## src/rtl/repsub_divider_if.sv

```systemverilog
// repsub_divider_if: start/done handshake and result bus between a sequencer and the divider
interface repsub_divider_if #(parameter int WIDTH = 16);
  logic             start;
  logic [WIDTH-1:0] data_in;
  logic [WIDTH-1:0] quotient;
  logic [WIDTH-1:0] remainder;
  logic             done;
  logic             dvz;
  logic             busy;
  modport master (output start, data_in, input quotient, remainder, done, dvz, busy);
  modport slave  (input start, data_in, output quotient, remainder, done, dvz, busy);
endinterface

```

## src/rtl/repsub_divider.sv

```systemverilog
// repsub_divider: unsigned divider by repeated subtraction, operands loaded serially on data_in
module repsub_divider #(parameter int WIDTH = 16) (
  input logic             clk,
  input logic             rst,
  repsub_divider_if.slave bus
);
  typedef enum logic [1:0] {IDLE, LOADB, SUB, DONE} state_t;
  state_t           state_q, state_d;
  logic [WIDTH-1:0] r_q, r_d, d_q, d_d, q_q, q_d;
  logic             dvz_q, dvz_d;
  always_ff @(posedge clk or posedge rst) begin
    if (rst) begin
      state_q <= IDLE;
      r_q     <= '0;
      d_q     <= '0;
      q_q     <= '0;
      dvz_q   <= 1'b0;
    end else begin
      state_q <= state_d;
      r_q     <= r_d;
      d_q     <= d_d;
      q_q     <= q_d;
      dvz_q   <= dvz_d;
    end
  end
  always_comb begin
    state_d = state_q;
    r_d     = r_q;
    d_d     = d_q;
    q_d     = q_q;
    dvz_d   = dvz_q;
    case (state_q)
      IDLE, DONE: if (bus.start) begin
        r_d     = bus.data_in;
        q_d     = '0;
        dvz_d   = 1'b0;
        state_d = LOADB;
      end
      LOADB: begin
        d_d     = bus.data_in;
        state_d = SUB;
      end
      SUB: if (d_q == '0) begin
        dvz_d   = 1'b1;
        q_d     = '1;
        state_d = DONE;
      end else if (r_q >= d_q) begin
        r_d = r_q - d_q;
        q_d = q_q + 1'b1;
      end else begin
        state_d = DONE;
      end
      default: state_d = IDLE;
    endcase
  end
  assign bus.quotient  = q_q;
  assign bus.remainder = r_q;
  assign bus.dvz       = dvz_q;
  assign bus.done      = (state_q == DONE);
  assign bus.busy      = (state_q == LOADB) || (state_q == SUB);
endmodule

```

## src/flat_wrapper.sv

```systemverilog
// flat-port wrapper written by rule: the top's interface ports become plain ports
module repsub_divider_flat 
#(parameter int WIDTH = 16)
  (clk, rst, bus_start, bus_data_in, bus_quotient, bus_remainder, bus_done, bus_dvz, bus_busy);
  repsub_divider_if #(.WIDTH(WIDTH)) bus_i ();
  input logic clk;
  input logic rst;
  input wire logic [$bits(bus_i.start)-1:0] bus_start;
  input wire logic [$bits(bus_i.data_in)-1:0] bus_data_in;
  output wire logic [$bits(bus_i.quotient)-1:0] bus_quotient;
  output wire logic [$bits(bus_i.remainder)-1:0] bus_remainder;
  output wire logic [$bits(bus_i.done)-1:0] bus_done;
  output wire logic [$bits(bus_i.dvz)-1:0] bus_dvz;
  output wire logic [$bits(bus_i.busy)-1:0] bus_busy;
  assign bus_i.start = bus_start;
  assign bus_i.data_in = bus_data_in;
  assign bus_quotient = bus_i.quotient;
  assign bus_remainder = bus_i.remainder;
  assign bus_done = bus_i.done;
  assign bus_dvz = bus_i.dvz;
  assign bus_busy = bus_i.busy;
  repsub_divider #(.WIDTH(WIDTH)) u_core (.clk(clk), .rst(rst), .bus(bus_i));
endmodule
```

## config.mk

```make
export PLATFORM = sky130hd
export DESIGN_NAME = repsub_divider_flat
export DESIGN_NICKNAME = d
export VERILOG_FILES = /design/src/rtl/repsub_divider_if.sv /design/src/rtl/repsub_divider.sv /design/src/flat_wrapper.sv
export SDC_FILE = /design/constraint.sdc
export NUM_CORES = 1
export LEC_CHECK = 0
export ABC_AREA = 1
export BUFFER_PORTS_ARGS = -buffer_cell sky130_fd_sc_hd__buf_2
export CAP_MARGIN = 40
export CORE_MARGIN = 4
export CORE_UTILIZATION = 45
export CTS_BUF_LIST = sky130_fd_sc_hd__clkbuf_8 sky130_fd_sc_hd__clkbuf_16
export DETAILED_ROUTE_END_ITERATION = 16
export HOLD_SLACK_MARGIN = 0.03
export PLACE_DENSITY = 0.7
export SLEW_MARGIN = 25
export SYNTH_ARGS = -nofsm -noshare
export SYNTH_HDL_FRONTEND = slang
export SYNTH_SLANG_ARGS = --single-unit
```

## constraint.sdc

```tcl
create_clock -name clk -period 2 [get_ports clk]
set_input_delay 0.4 -clock clk [delete_from_list [all_inputs] [get_ports clk]]
set_output_delay 0.4 -clock clk [all_outputs]
set_load 0.005 [all_outputs]
```

==> results of run 1 <==
[per-layer routing]
layer	up-vias	share of wire	routed length, um
met5	-	0	0
met4	0	0.017	184
met3	17	0.043	451
met2	104	0.51	5340
met1	1826	0.43	4580
li1	1984	-	-
[sequential cells by signal, indices dropped and copies added (netlist names)]
register	cells
u_core.bus.quotient	16
u_core.bus.dvz	1
u_core.d_q	16
u_core.state_q	2
u_core.bus.remainder	16
[through the flow]
step	setup slack, ps	hold WS, ps	instance area (um^2)
floorplan	7.41	476	3820
global placement	34.1	471	4360
detailed placement	-52.3	476	4360
global route	-49.8	140	4810
finish	38.5	117	4810
CTS	1.17	135	4510
[cells in the mapped netlist]
cell type	instances
inv_2	3
buf_4	1
inv_1	84
o22ai_1	2
dfrtp_1	51
xnor2_1	3
xor2_1	2
nand2_2	3
nand3_2	1
nand3_1	49
mux2i_1	1
or2_2	2
nand2_1	240
a21boi_0	1
nor3_1	6
buf_2	2
nand3b_1	9
nand2_4	1
o21ai_0	28
a21oi_1	11
clkbuf_1	6
nor2_1	26
buf_1	2
a31oi_1	5
buf_6	3
o21ai_2	5
nor2_4	1
nand4_4	1
fa_1	1
nor2_2	2
nand4_1	8
a21oi_4	1
ha_1	21
[worst reg2reg max path, stage by stage, from the launching register on]
cell	delay, ps
dfrtp_1	420
ha_4	180
fa_2	350
inv_2	70
nand3_2	60
nand3_2	70
nand2_2	60
nand3_2	80
nand2_4	70
nand4_4	200
nand2_4	150
nand2_1	90
nand2_1	50
[worst max path at each step]
stage	end	depth (start not counted)	from	slack, ps
after floorplan	u_core.bus.remainder[4]$_DFFE_PP0P_	14	u_core.bus.remainder[0]$_DFFE_PP0P_	7
after global placement	u_core.bus.remainder[7]$_DFFE_PP0P_	14	u_core.bus.remainder[0]$_DFFE_PP0P_	30
after detailed placement	u_core.bus.remainder[7]$_DFFE_PP0P_	14	u_core.bus.remainder[0]$_DFFE_PP0P_	-50
after CTS	u_core.bus.remainder[6]$_DFFE_PP0P_	14	u_core.bus.remainder[0]$_DFFE_PP0P_	1
after global routing	u_core.bus.remainder[10]$_DFFE_PP0P_	14	u_core.bus.remainder[0]$_DFFE_PP0P_	-50
final	u_core.bus.quotient[11]$_DFFE_PP0P_	12	u_core.d_q[0]$_DFFE_PP0N_	40
[area by class of cell]
class,instances,area share
Multi-Input combinational cell,431,0.498
Clock buffer,5,0.0143
Sequential cell,51,0.266
Timing Repair Buffer,87,0.123
Inverter,87,0.0685
Tap cell,105,0.0273
Clock inverter,3,0.00338
[power breakdown]
group | internal, mW | leakage [nW] | switching [mW]
Sequential | 1.41 | 0.652 | 0.295
Clock | 0.241 | 0.0453 | 0.369
Combinational | 2.78 | 1.88 | 3.98
Total | 4.43 | 2.58 | 4.64
[logic make-up (layout without fill, tap and decap cells)]
logic type / after synthesis / after routing
AND/OR/NAND/NOR: 349 / 350
adder cells (fa/ha/maj): 22 / 22
flip-flops: 51 / 51
XOR/XNOR: 5 / 5
AO/OA/AOI/OAI: 53 / 53
buffers and inverters: 101 / 182
multiplexers: 1 / 1
[timing repair]
item | in CTS | in global routing
pin swaps | 0 | 5
resized for setup | 6 | 50
endpoints found under the setup margin | 32 | 34
setup buffers | 1 | 5
cloned | 1 | 1
==> reports/qor.csv, run 1 <==
stage,metric,value,unit
logic_synthesis,Post-Synth XOR/XNOR Area,0.0115,
logic_synthesis,largest family of logic cells by synthesized area,simple AND/OR/NAND/NOR gates,
logic_synthesis,"Seq/Total Area, Yosys",0.334,
grt,Overflow after GRT,0,
floorplanning,Die Width,100,um
placed_design,Cell Count Post-Placement,753,
logic_synthesis,Synth Register Bits,51,
layout,Non-Filler Instances,769,
min_path,Worst Hold Class,in -> async,
layout,area of the multi-input gates,2390,um^2
power,VDD IR max,0.000611,V
cts,Post-CTS Hold Buffers,0,
floorplanning,die height,100,um
setup_path,CP required,2210,ps
cts,Worst-Skew Late Latency,310,ps
grt,vias in the first global route,3859,
flow_run,Max Cap Viol,0,
grt,initial antenna violation count,0,
timing,relative slew slack,0.712,
cts,Clock Pin Slew Worst Setup and Hold Paths,100,ps
floorplanning,Die Area,10000,um^2
logic_synthesis,Post-Syn Nets,623,
timing,total negative slack,0,ps
timing,clk_skew,9.64,ps
logic_synthesis,mux contribution to synthesized area,0.00262,
setup_path,Worst path top cell family by delay,simple AND/OR/NAND/NOR gates,
timing,Max Transition Viols Final,0,
cts,H-tree Lvls,2,
grt,pin count of the biggest net entering global routing,52,
detailed_routing,WL per Instance,13.7,um
setup_path,worst reg2reg path endpoint,u_core.bus.quotient[11]$_DFFE_PP0P_,
placed_design,GP Congestion,0.872,
logic_synthesis,area share of fa/ha/maj cells after synthesis,0.0741,
power,Power Dens Cells,1890,nW/um^2
layout,Synth-to-Final Area Change,25.9,%
placed_design,Port Buffers,53,
grt,met2 Usage GRT,0.376,
layout,fill cell count,744,
detailed_routing,DRC viols,0,
setup_path,cells on worst reg2reg path,12,
floorplanning,area of the core,8220,um^2
setup_path,Setup crit end kind,register,
setup_path,Crit Path Max Fanout,8,
grt,gr usage total,0.209,
detailed_routing,vias per inst,5.11,
timing,fin crit share,0.981,
timing,f_max,510,MHz
layout,most frequent cells in the layout,"nand2_1 (227), inv_1 (77), buf_2 (53)",
logic_synthesis,Synth area leaders,"dfrtp_1 (33%), nand2_1 (24%), inv_1 (8.3%)",
grt,gr busiest metal,met2,
setup_path,slowest CP cell,dfrtp_1,
power,Lkg Pwr,2.58,nW
setup_path,kind of critical path,reg -> reg,
logic_synthesis,complex-gate fraction of the synthesized area,0.0803,
logic_synthesis,post-synth cell types,33,
cts,CTS Buf Count,5,
setup_path,max incr delay on CP,420,ps
detailed_routing,drt pass-1 iters,5,
grt,M1 GR Usage,0.264,
detailed_routing,vias after detailed routing,3931,
cts,Sink Count,51,
timing,unrepaired setup endpoints after global routing,yes,
grt,met3 GRT Util,0.0271,
setup_path,CP bufs+invs,1,
cts,CTS tree,built,
logic_synthesis,leading area contributor after synthesis,dfrtp_1,
layout,share of layout cells above drive strength 1,0.239,
setup_path,CP cell instances,ha_4 > fa_2 > inv_2 > nand3_2 > nand3_2 > nand2_2 > nand3_2 > nand2_4 > nand4_4 > nand2_4 > nand2_1 > nand2_1,
layout,Antenna diodes,0,
detailed_routing,Post-DRT Antenna Nets,0,
setup_path,Crit Reg-Reg Startpoint,u_core.d_q[0]$_DFFE_PP0N_,
floorplanning,top-level port count,54,
placed_design,HPWL Detailed,7.49,mm
timing,Setup Viol. Count Final,0,
layout,Final Util,0.585,
cts,maximum root-to-sink buffer count,2,
detailed_routing,detailed-route wire length,10.6,mm
timing,final count of hold timing violations,0,
grt,first-pass GRT wire length,17.4,mm
layout,Total Nets Final,704,
setup_path,"Data arrival, critical path",2170,ps
layout,register area,1280,um^2
logic_synthesis,cells after synthesis,582,
logic_synthesis,mapped cell area,3820,um^2
layout,"most common cell after layout, fill and taps aside",nand2_1,
power,Total Power,9.07,mW
setup_path,"setup slack, reg-to-reg",40,ps
setup_path,cell mode on critical path,nand3_2,
logic_synthesis,Yosys top cell area share,0.334,
outcome,status,finished clean,
floorplanning,row count,33,
timing,worst slew pin tran,428,ps
logic_synthesis,simple-gate share of the synthesized area,0.390,
logic_synthesis,YS warnings,0,
setup_path,CP Launch Type,register,
logic_synthesis,Mapped Avg Cell Area,6.56,um^2
cts,Root Driver,clkbuf_8,
detailed_routing,initial drt markers,160,
floorplanning,Initial Util,0.464,
timing,min cycle time layout,1960,ps
Note: power is estimated with default switching activity, not from simulation.
==> inputs of run 2 (changes only) <==
--- a/config.mk
+++ b/config.mk
@@ -11,9 +11,11 @@
 export CORE_MARGIN = 4
 export CORE_UTILIZATION = 45
 export CTS_BUF_LIST = sky130_fd_sc_hd__clkbuf_8 sky130_fd_sc_hd__clkbuf_16
+export CTS_CLUSTER_DIAMETER = 100
 export DETAILED_ROUTE_END_ITERATION = 16
 export HOLD_SLACK_MARGIN = 0.03
 export PLACE_DENSITY = 0.7
+export RECOVER_POWER = 50
 export SLEW_MARGIN = 25
 export SYNTH_ARGS = -nofsm -noshare
 export SYNTH_HDL_FRONTEND = slang
==> run 2 against run 1 <==
  * First-iteration DRC count decreased by 11%
  * Core utilization decreased by 0.20 points
  * Clock-buffer cell count unchanged
  * Global-route usage unchanged
  * Clock power about the same
==> reports/qor.csv, run 2 (synthesized netlist as in run 1, its figures left out) <==
stage,metric,value,unit,change
layout,design area,4790,um^2,was 4810 um^2
setup_path,"setup slack, reg-to-reg",40,ps,about the same
setup_path,"Data arrival, critical path",2170,ps,about the same
placed_design,Port Buffers,53,,unchanged
timing,final count of hold timing violations,0,,unchanged
detailed_routing,detailed-route wire length,10.6,mm,about the same
setup_path,Setup crit start,u_core.d_q[0]$_DFFE_PP0N_,,unchanged
min_path,hold endpoint,u_core.d_q[13]$_DFFE_PP0N_,,
placed_design,Post-Place Cell Area,4360,um^2,unchanged
layout,most frequent cells in the layout,"nand2_1 (227), inv_1 (78), buf_2 (52)",,"was nand2_1 (227), inv_1 (77), buf_2 (53)"
layout,fill cell count,747,,was 744
cts,Clock Pin Slew Worst Setup and Hold Paths,100,ps,about the same
detailed_routing,initial drt markers,143,,was 160
placed_design,Setup WS pre-CTS,-52.3,ps,unchanged
cts,Post-CTS Hold Buffers,0,,unchanged
grt,M1 GR Usage,0.264,,unchanged
placed_design,GP Congestion,0.872,,unchanged
floorplanning,die height,100,um,unchanged
timing,worst slew pin tran,1370,ps,was 428 ps
detailed_routing,DRC viols,0,,unchanged
layout,Synth-to-Final Area Change,25.5,%,was 25.9%
layout,share of layout cells above drive strength 1,0.236,,was 0.239
timing,Setup WS post-layout,35.2,ps,was 38.5 ps
timing,fin crit share,0.982,,was 0.981
floorplanning,row count,33,,unchanged
timing,Worst Hold Slack,307,ps,was 117 ps
floorplanning,Initial Util,0.464,,unchanged
cts,Worst-Skew Late Latency,310,ps,about the same
power,Total Power,9.06,mW,was 9.07 mW
timing,relative slew slack,0.0887,,was 0.712
min_path,hold path startpoint,bus_data_in[13],,
flow_run,Max Cap Viol,0,,unchanged
setup_path,cells on worst reg2reg path,12,,unchanged
cts,maximum root-to-sink buffer count,2,,unchanged
grt,met2 Usage GRT,0.376,,unchanged
detailed_routing,drt pass-1 iters,5,,unchanged
grt,pin count of the biggest net entering global routing,52,,unchanged
layout,"most common cell after layout, fill and taps aside",nand2_1,,unchanged
power,Lkg Pwr,2.57,nW,was 2.58 nW
timing,clk_skew,10.1,ps,was 9.64 ps
floorplanning,top-level port count,54,,unchanged
timing,unrepaired setup endpoints after global routing,yes,,unchanged
power,Power Dens Cells,1890,nW/um^2,about the same
floorplanning,area of the core,8220,um^2,unchanged
cts,H-tree Lvls,2,,unchanged
power,VDD IR max,0.000612,V,was 0.000611 V
timing,Setup Viol. Count Final,0,,unchanged
grt,vias in the first global route,3859,,unchanged
grt,Overflow after GRT,0,,unchanged
setup_path,Setup crit end kind,register,,unchanged
cts,Root Driver,clkbuf_8,,unchanged
placed_design,HPWL Detailed,7.49,mm,unchanged
floorplanning,Die Width,100,um,unchanged
setup_path,kind of critical path,reg -> reg,,unchanged
setup_path,CP cell instances,ha_4 > fa_2 > inv_2 > nand3_2 > nand3_2 > nand2_2 > nand3_2 > nand2_4 > nand4_4 > nand2_4 > nand2_1 > nand2_1,,unchanged
layout,Antenna diodes,0,,unchanged
setup_path,Worst path top cell family by delay,simple AND/OR/NAND/NOR gates,,unchanged
grt,gr busiest metal,met2,,unchanged
cts,Sink Count,51,,unchanged
grt,initial antenna violation count,0,,unchanged
min_path,Hold Path Depth,3,,
grt,gr usage total,0.209,,unchanged
cts,CTS Buf Count,5,,unchanged
cts,CTS tree,built,,unchanged
detailed_routing,Post-DRT Antenna Nets,0,,unchanged
setup_path,CP bufs+invs,1,,unchanged
setup_path,slowest CP cell,dfrtp_1,,unchanged
detailed_routing,vias per inst,5.08,,was 5.11
grt,first-pass GRT wire length,17.4,mm,unchanged
setup_path,CP required,2210,ps,about the same
timing,f_max,509,MHz,was 510 MHz
setup_path,Crit Path Max Fanout,8,,unchanged
detailed_routing,vias after detailed routing,3909,,"was 3,931"
grt,met3 GRT Util,0.0271,,unchanged
floorplanning,Die Area,10000,um^2,unchanged
layout,Total Nets Final,704,,unchanged
detailed_routing,WL per Instance,13.7,um,about the same
setup_path,CP Launch Type,register,,unchanged
setup_path,cell mode on critical path,nand3_2,,unchanged
timing,Max Transition Viols Final,0,,unchanged
setup_path,Crit Reg-Reg Startpoint,u_core.d_q[0]$_DFFE_PP0N_,,unchanged
min_path,Worst Hold Class,in -> reg,,was in -> async
setup_path,worst reg2reg path endpoint,u_core.bus.quotient[11]$_DFFE_PP0P_,,unchanged
timing,min cycle time layout,1960,ps,about the same
outcome,status,finished clean,,unchanged
setup_path,max incr delay on CP,420,ps,about the same
run 2: cell types whose count changed in the layout (fill, tap and decap cells not counted), sizes merged:
cell	before	now
buf	87	85
clkbuf	5	7
run 2: worst max path at each step:
stage	to	depth (start not counted)	slack [ps]
after global routing	u_core.bus.remainder[10]$_DFFE_PP0P_	14	-50
final	u_core.bus.quotient[11]$_DFFE_PP0P_	12	40
after global placement	u_core.bus.remainder[7]$_DFFE_PP0P_	14	30
after CTS	u_core.bus.remainder[6]$_DFFE_PP0P_	14	1
after detailed placement	u_core.bus.remainder[7]$_DFFE_PP0P_	14	-50
after floorplan	u_core.bus.remainder[4]$_DFFE_PP0P_	14	7
run 2: area by class of cell:
type                    count  area, um^2  area share
clock buffers               5        68.8      0.0144
clock inverters             3        16.3     0.00340
inverters                  87         329      0.0687
multi-input cells         431        2390       0.500
flip-flops and latches     51        1280       0.266
well taps                 105         131      0.0274
repair buffers             87         573       0.120
run 2: what timing repair did:
item                       in CTS  in global routing
setup endpoints to repair      32                 34
pin swaps                       0                  5
gates cloned                    1                  1
setup buffers                   1                  5
gates resized for setup         6                 50
run 2: per-layer routing:
metal	wire length (um)	vias up
li1	-	1985
met1	4510	1810
met2	5420	98
met3	451	16
met4	180	0
met5	0	-
run 2: per-stage QoR:
| step | instances | utilization | setup TNS [ps] |
|---|---|---|---|
| floorplan | 582 | - | 0 |
| finish | 769 | 0.583 | 0 |
| global placement | 753 | 0.531 | 0 |
| global route | 769 | 0.583 | -535 |
| detailed placement | 753 | 0.531 | -850 |
| CTS | 763 | 0.549 | 0 |
run 2: power by group:
group	leakage (nW)	switching [mW]	internal (mW)
Clock	0.0453	0.367	0.241
Sequential	0.652	0.293	1.41
Combinational	1.87	3.98	2.77
Total	2.57	4.64	4.42
run 2: worst min-delay path: stages:
cell and delay, ps:
buf_2 90, nand2_1 40, o21ai_0 50
